## src/rtl/game_pkg.sv

```systemverilog
// Shared game constants: state encodings used by the access and load-control blocks.
package game_pkg;
  localparam int STATE_W   = 3;
  localparam int DEF_VAL_W = 4;

  localparam logic [STATE_W-1:0] S_IDLE  = 3'd0;
  localparam logic [STATE_W-1:0] S_HAVE1 = 3'd1;
  localparam logic [STATE_W-1:0] S_HAVE2 = 3'd2;
  localparam logic [STATE_W-1:0] S_READY = 3'd3;
  localparam logic [STATE_W-1:0] S_RUN   = 3'd4;

  function automatic logic is_load_state(input logic [STATE_W-1:0] st);
    return (st == S_IDLE) || (st == S_HAVE1) || (st == S_HAVE2);
  endfunction
endpackage

```

## src/rtl/load_timeout_cnt.sv

```systemverilog
// Wait-for-second-player counter; expire flags the last cycle of the window.
module load_timeout_cnt #(
  parameter int TIMEOUT_CYC = 50000000,
  parameter int CNT_W       = 26
) (
  input  logic clk,
  input  logic rst,
  input  logic clr,
  input  logic en,
  output logic expire
);
  logic [CNT_W-1:0] r_cnt;

  always_ff @(posedge clk) begin
    if (rst || clr) r_cnt <= '0;
    else if (en)    r_cnt <= r_cnt + 1'b1;
  end

  assign expire = (r_cnt == CNT_W'(TIMEOUT_CYC - 1));
endmodule

```

## src/rtl/player_load_ctrl.sv

```systemverilog
// Captures one secret value per player, times out a missing second load,
// and hands the pair to the game core under a ready/ack handshake.
module player_load_ctrl
  import game_pkg::*;
#(
  parameter int VAL_W       = DEF_VAL_W,
  parameter int TIMEOUT_CYC = 50000000,
  parameter int CNT_W       = 26
) (
  input  logic               clk,
  input  logic               rst,
  input  logic               load1_in,
  input  logic               load2_in,
  input  logic               access_ok,
  input  logic [VAL_W-1:0]   num_in,
  input  logic               start_ack,
  input  logic               game_done,
  output logic [VAL_W-1:0]   p1_val,
  output logic [VAL_W-1:0]   p2_val,
  output logic               p1_loaded,
  output logic               p2_loaded,
  output logic               ready,
  output logic               running,
  output logic               timeout_err,
  output logic [STATE_W-1:0] state_ld
);
  logic [STATE_W-1:0] r_state;
  logic [VAL_W-1:0]   r_p1_val, r_p2_val;
  logic               r_p1_loaded, r_p2_loaded;
  logic               r_ready, r_running, r_timeout_err;

  logic               w_acc1, w_acc2, w_any, w_in_wait;
  logic               w_l1n, w_l2n, w_both, w_expire;
  logic [STATE_W-1:0] w_nxt_have;

  always_comb begin
    w_acc1     = load1_in & access_ok & is_load_state(r_state);
    w_acc2     = load2_in & access_ok & is_load_state(r_state);
    w_any      = w_acc1 | w_acc2;
    w_in_wait  = (r_state == S_HAVE1) || (r_state == S_HAVE2);
    w_l1n      = r_p1_loaded | w_acc1;
    w_l2n      = r_p2_loaded | w_acc2;
    w_both     = w_l1n & w_l2n;
    w_nxt_have = w_both ? S_READY : (w_l1n ? S_HAVE1 : S_HAVE2);
  end

  // Any accepted load restarts the window; outside the wait states it is held at zero.
  load_timeout_cnt #(
    .TIMEOUT_CYC(TIMEOUT_CYC),
    .CNT_W      (CNT_W)
  ) u_tmo (
    .clk   (clk),
    .rst   (rst),
    .clr   (~w_in_wait | w_any | w_expire),
    .en    (w_in_wait & ~w_any),
    .expire(w_expire)
  );

  always_ff @(posedge clk) begin
    if (rst) begin
      r_state       <= S_IDLE;
      r_p1_val      <= '0;
      r_p2_val      <= '0;
      r_p1_loaded   <= 1'b0;
      r_p2_loaded   <= 1'b0;
      r_ready       <= 1'b0;
      r_running     <= 1'b0;
      r_timeout_err <= 1'b0;
    end else begin
      r_timeout_err <= 1'b0;
      case (r_state)
        S_IDLE, S_HAVE1, S_HAVE2: begin
          if (w_acc1) begin
            r_p1_val    <= num_in;
            r_p1_loaded <= 1'b1;
          end
          if (w_acc2) begin
            r_p2_val    <= num_in;
            r_p2_loaded <= 1'b1;
          end
          // A load landing in the expiry cycle takes priority over the timeout.
          if (w_any) begin
            r_state <= w_nxt_have;
            r_ready <= w_both;
          end else if (w_in_wait && w_expire) begin
            r_state       <= S_IDLE;
            r_p1_val      <= '0;
            r_p2_val      <= '0;
            r_p1_loaded   <= 1'b0;
            r_p2_loaded   <= 1'b0;
            r_timeout_err <= 1'b1;
          end
        end
        S_READY: begin
          if (start_ack) begin
            r_ready   <= 1'b0;
            r_running <= 1'b1;
            r_state   <= S_RUN;
          end
        end
        S_RUN: begin
          if (game_done) begin
            r_state     <= S_IDLE;
            r_p1_val    <= '0;
            r_p2_val    <= '0;
            r_p1_loaded <= 1'b0;
            r_p2_loaded <= 1'b0;
            r_running   <= 1'b0;
          end
        end
        default: begin
          r_state     <= S_IDLE;
          r_p1_val    <= '0;
          r_p2_val    <= '0;
          r_p1_loaded <= 1'b0;
          r_p2_loaded <= 1'b0;
          r_ready     <= 1'b0;
          r_running   <= 1'b0;
        end
      endcase
    end
  end

  assign p1_val      = r_p1_val;
  assign p2_val      = r_p2_val;
  assign p1_loaded   = r_p1_loaded;
  assign p2_loaded   = r_p2_loaded;
  assign ready       = r_ready;
  assign running     = r_running;
  assign timeout_err = r_timeout_err;
  assign state_ld    = r_state;
endmodule

```

## config.mk

```make
export PLATFORM = sky130hd
export DESIGN_NAME = player_load_ctrl
export DESIGN_NICKNAME = d
export VERILOG_FILES = /design/src/rtl/game_pkg.sv /design/src/rtl/load_timeout_cnt.sv /design/src/rtl/player_load_ctrl.sv
export SDC_FILE = /design/constraint.sdc
export NUM_CORES = 1
export LEC_CHECK = 0
export CAP_MARGIN = 20
export CORE_ASPECT_RATIO = 1.4
export CORE_MARGIN = 2
export CORE_UTILIZATION = 45
export CTS_CLUSTER_DIAMETER = 150
export DETAILED_ROUTE_END_ITERATION = 7
export PLACE_DENSITY = 0.7
export SYNTH_ARGS = -nofsm -noshare
export SYNTH_HDL_FRONTEND = slang
export SYNTH_SLANG_ARGS = --single-unit
```

## constraint.sdc

```tcl
create_clock -name clk -period 3.9 [get_ports clk]
set_clock_uncertainty 0.15 [all_clocks]
set_input_delay 0.78 -clock clk [delete_from_list [all_inputs] [get_ports clk]]
set_output_delay 0.78 -clock clk [all_outputs]
set_load 0.005 [all_outputs]
```

# Yosys cells after proc, flatten, opt, wreduce, memory -nomap -nowiden
# Cells that the tools add are included.
classes:
  addsub: 1
  eq_ne: 9
  n_mux: 31
  bitwise_logic: 16
  reduce_logical: 12
op_table:
  columns: ["cell", "n"]
  rows:
  - ["2-to-1 mux 4 bit", 7]
  - ["adder 26 x 1 -> 26 bit (second input constant)", 1]
  - ["== test 26 bit (second input constant)", 1]
  - ["case mux 4 bit (3 select lines)", 2]
  - ["2-to-1 mux 3 bit", 4]
  - ["case mux 1 bit (3 select lines)", 4]
  - ["2-to-1 mux 1 bit", 11]
  - ["case mux 3 bit (3 select lines)", 1]
  - ["AND reduction 3 bit", 3]
  - ["bitwise AND 1 bit", 6]
  - ["== test 3 x 2 -> 1 bit (second input constant)", 2]
  - ["inequality test 2 bit (second input constant)", 3]
  - ["OR reduction 3 bit", 2]
  - ["inverter 1 bit", 5]
  - ["bitwise OR 1 bit", 5]
  - ["logical OR 1 bit", 4]
  - ["2-to-1 mux 2 bit", 2]
  - ["== test 3 x 1 -> 1 bit (second input constant)", 1]
  - ["== test 3 bit (second input constant)", 1]
  - ["logical NOT 3 bit", 1]
  - ["inequality test 3 bit (second input constant)", 1]
  - ["AND reduction 2 bit", 1]
  - ["logical AND 1 bit", 1]
totals:
  ff_bits: 42
  in_bits: 11

# Logic depth before layout (Yosys ltp)
depth:
  ltp_word: 9
  ltp_mapped: 8
  mapped_depth_nobuf: 6

# By module
# From an unflattened synthesis, not the netlist that was laid out.
hier_totals:
  hier_cells: 245
  hier_area_um2: 2108.3
modules_own_cells:
  columns: ["module", "instances", "cells_each", "area_each_um2"]
  rows:
  - ["load_timeout_cnt", 1, 151, 1301.2]
  - ["player_load_ctrl", 1, 94, 807.0]

# Least setup slack after synthesis
# OpenSTA, ideal clock, no wires.
synth_path:
  kind: "input to register"
  from: "input load1_in"
  to: "register u_tmo.r_cnt[24]"
  t_arrival_ns: 2.297
  required_time_ns: 3.680
  setup_slack_ns: 1.384
  stages: 5
  n_path_buf: 0
  path_cell_list: "o21a_1 > or3_4 > or3_4 > or4_1 > a21oi_1"
synth_between:
  elab_chain_len: 6
  elab_cells_between_ends: 8
synth_lines:
  columns: ["item", "line_no", "text"]
  rows:
  - ["from (decl)", "player_load_ctrl.sv:12", "input logic load1_in,"]
  - ["bitwise AND 1 bit * (2 in series)", "player_load_ctrl.sv:37", "w_acc1 = load1_in & access_ok & is_load_state(r_state);"]
  - ["bitwise OR 1 bit *", "player_load_ctrl.sv:39", "w_any = w_acc1 | w_acc2;"]
  - ["bitwise OR 1 bit (2 in series)", "player_load_ctrl.sv:54", ".clr (~w_in_wait | w_any | w_expire),"]
  - ["logical OR 1 bit", "load_timeout_cnt.sv:15", "if (rst || clr) r_cnt <= '0;"]
  - ["to (signal assigned)", "load_timeout_cnt.sv:16", "else if (en) r_cnt <= r_cnt + 1'b1;"]
  - ["to (decl)", "load_timeout_cnt.sv:12", "logic [CNT_W-1:0] r_cnt;"]
# Every way passes the cells marked *; elsewhere a longest branch is shown, timed or not.
# A chain may end at the register's enable or synchronous reset.

# Final worst setup path
# Ends and elaborated chain as after synthesis.

==> impl_metrics.tcl <==
set metrics [dict create \
    final_nets 265 \
    track_usage_pct 18.0 \
    n_antenna_cell 0 \
    synth-edff-count 0 \
    synth.avg_cell_area_um2 8.51 \
    async_reset_ff_share_pct 0 \
    vias 1695 \
    period_needed_ns 2.89 \
    power_density_nw_per_um2 365 \
    grt_max_degree 25 \
    cts_setup_buffers 0 \
    crit_fanout 14 \
    nFillCells 400 \
    numCtsBuffers 5 \
    post_cts_resize_count 0 \
    worst_setup_path_start_kind "input pin" \
    routed_wl_um 4070 \
    design_area_um2 2340 \
    internal_power_uw 665 \
    antenna_left 0 \
    arrival_ns 2.97 \
    finalWeightedCongestion 0.839 \
    ioPinCount 27 \
    switchingPower_uw 190 \
    cts_tree "done" \
    final_common_cell "dfxtp_1" \
    die_w_um 59.9 \
    vdd_drop_max_mv 0.169 \
    min_path_cells 2 \
    path_common_cell "or3_4" \
    gr-total-overflow 0 \
    criticalPathCategory "input pin to register" \
    syn_nets 243 \
    grt_pass1_wl_um 6790 \
    critPathBufInv 1 \
    yosysUniqueCellTypes 38 \
    placedInstanceArea_um2 2240 \
    post_drt_wl_per_cell_um 13.6 \
    path_cells "clkdlybuf4s50_1, o21a_1, or3_4, or3_4, or4_1, a21oi_1" \
    p_leak_uw 0.000750 \
    hp-class "register to register" \
    finalMaxSlewViolations 0 \
    drive_gt1_share_pct 5.91 \
    rows 28 \
    die_area_um2 4920 \
    path_delay_family "simple AND/OR/NAND/NOR gates" \
    hpwl_um 2930 \
    p_seq_share_pct 52.2 \
    status "completed" \
    max_freq_mhz 346 \
    clkPwrFrac_pct 39.1 \
    ys.flop_type "dfxtp_1" \
    cts-root-buf "clkbuf_8" \
    yosys_warnings 0 \
    floorplan.initialDensity_pct 46.8 \
    core-area_um2 4200 \
    fin_tns_setup_ns 0 \
    max_stage_delay_ns 0.48 \
    clock_latency_ns 0.29 \
    worstSetupEndpointType "register" \
    drt_iter0_markers 52 \
    path_depth 6 \
    clockBufferDepth 2 \
    clkTransAtPathRegs_ns 0.08 \
    synthCells 231 \
    rsz0062_at_grt "no" \
    worstReg2RegStart "u_tmo.r_cnt[0]" \
    post-route-period-util_pct 74.2 \
    switching_share_pct 22.2 \
    hold_violations 0 \
    combPwrFrac_pct 8.8 \
    crit_start "load1_in" \
    final_cell_mix "dfxtp_1 (42), nor2_1 (41), clkdlybuf4s50_1 (26)" \
    vias_per_cell 5.67 \
    critical_path.slowest_cell "or3_4" \
    grt_pass1_vias 1568 \
    drc 0 \
    relSlewSlack_pct 59.6 \
    drv_cap 0 \
    synth.ff_latch_count 42 \
    setup_viol_count_final 0 \
    fp.dieH_um 82.2 \
    cts_htree_levels 2 \
    cts_sinks 42 \
    worst_pin_slew_ns 0.602 \
    cp.required_ns 3.98 \
    ys_seq_area_share_pct 42.7 \
    hp-start "ready" \
    portBuffers 26 \
    antenna_found_initial 0 \
    area_growth_pct 19.2 \
    syn_area_um2 1970 \
    cts_hold_buffers 0 \
    r2r_cells 5 \
    firstDrtPassIters 5 \
]
cell type report:
cell class / count / area [um2] / area share [%]
Multi-Input combinational cell: 174 / 1060 / 45.2
Sequential cell: 42 / 841 / 35.9
Timing Repair Buffer: 27 / 268 / 11.4
Clock buffer: 5 / 68.8 / 2.93
Tap cell: 45 / 56.3 / 2.40
Clock inverter: 3 / 40.0 / 1.71
Inverter: 3 / 11.3 / 0.480
cell usage after synthesis, drive strengths merged, types with 2 or more instances:
| cell | count | area share, % |
|---|---|---|
| nand3 | 12 | 3.1 |
| nand2 | 13 | 2.5 |
| dfxtp | 42 | 43 |
| nor2b | 2 | 0.64 |
| o21a | 2 | 0.76 |
| nor3b | 2 | 0.76 |
| o21ai | 6 | 1.5 |
| or2 | 3 | 0.95 |
| mux2i | 9 | 4.6 |
| clkbuf | 7 | 1.3 |
| nand4b | 2 | 0.89 |
| nor2 | 41 | 7.8 |
| nand4 | 9 | 2.9 |
| and3 | 4 | 1.3 |
| a31oi | 2 | 0.64 |
| a21o | 3 | 1.1 |
| buf | 5 | 1.5 |
| xor2 | 7 | 3.1 |
| inv | 3 | 0.57 |
| nor3 | 7 | 1.8 |
| and4 | 4 | 1.8 |
| a21oi | 7 | 1.8 |
| nor4 | 9 | 2.9 |
| or4 | 2 | 0.76 |
| or3 | 5 | 2.1 |
| xnor2 | 15 | 6.7 |
cell families after synthesis:
logic type / Yosys count / share of synthesized area [%]
simple gates: 116 / 30.3
buf+inv: 15 / 3.37
fa+ha+maj: 1 / 0.636
xor+xnor: 22 / 9.80
compound gates: 25 / 7.95
flops: 42 / 42.7
mux: 10 / 5.15
flip-flops by register name, summed over array words and instances (netlist names):
register,cells
timeout_err,1
u_tmo.r_cnt,26
running,1
state_ld,3
ready,1
p2_val,4
p1_val,4
p2_loaded,1
p1_loaded,1
path summary, 6_finish.rpt:
path | end | slack, ns
setup reg to reg | p1_val[1] | 1.51
setup / recovery | u_tmo.r_cnt[24] | 1.01
hold / removal | ready | 0.30
hold reg to reg | ready | 0.30
through the flow:
stage          hold WS (ns)  setup WS, ns  util (%)  power (uW)  cells
2_1_floorplan         0.276          1.38         -         497    231
3_3_place_gp          0.290         0.754      53.2         531    291
3_5_place_dp          0.297         0.709      53.2         531    291
4_1_cts               0.309          1.02      55.8         866    299
5_1_grt               0.333         0.944      55.8         888    299
6_report              0.304          1.01      55.8         855    299
worst reg2reg max path: stages (launching register included):
cell and delay (ns):
dfxtp_1 0.37, ha_1 0.29, nand3_1 0.21, or4_1 0.61
o21ai_1 0.53, nor2_1 0.11
metal layers:
layer  GRT usage (%)  share of wire [%]  up-vias
li1                -                  -      853
met1            19.4                 42      784
met2            32.8                 51       49
met3            3.74                3.9        9
met4            8.00                2.4        0
met5               0                  0        -
power groups by stage:
| stage | Combinational [uW] | Sequential [uW] | Clock (uW) |
|---|---|---|---|
| after CTS | 75.5 | 446 | 345 |
| after global placement | 74.8 | 456 | 0 |
| after global routing | 83.6 | 447 | 357 |
| after detailed placement | 74.9 | 456 | 0 |
| after floorplan | 44.4 | 453 | 0 |
| final | 74.8 | 446 | 334 |
(Power assumes the default switching activity.)
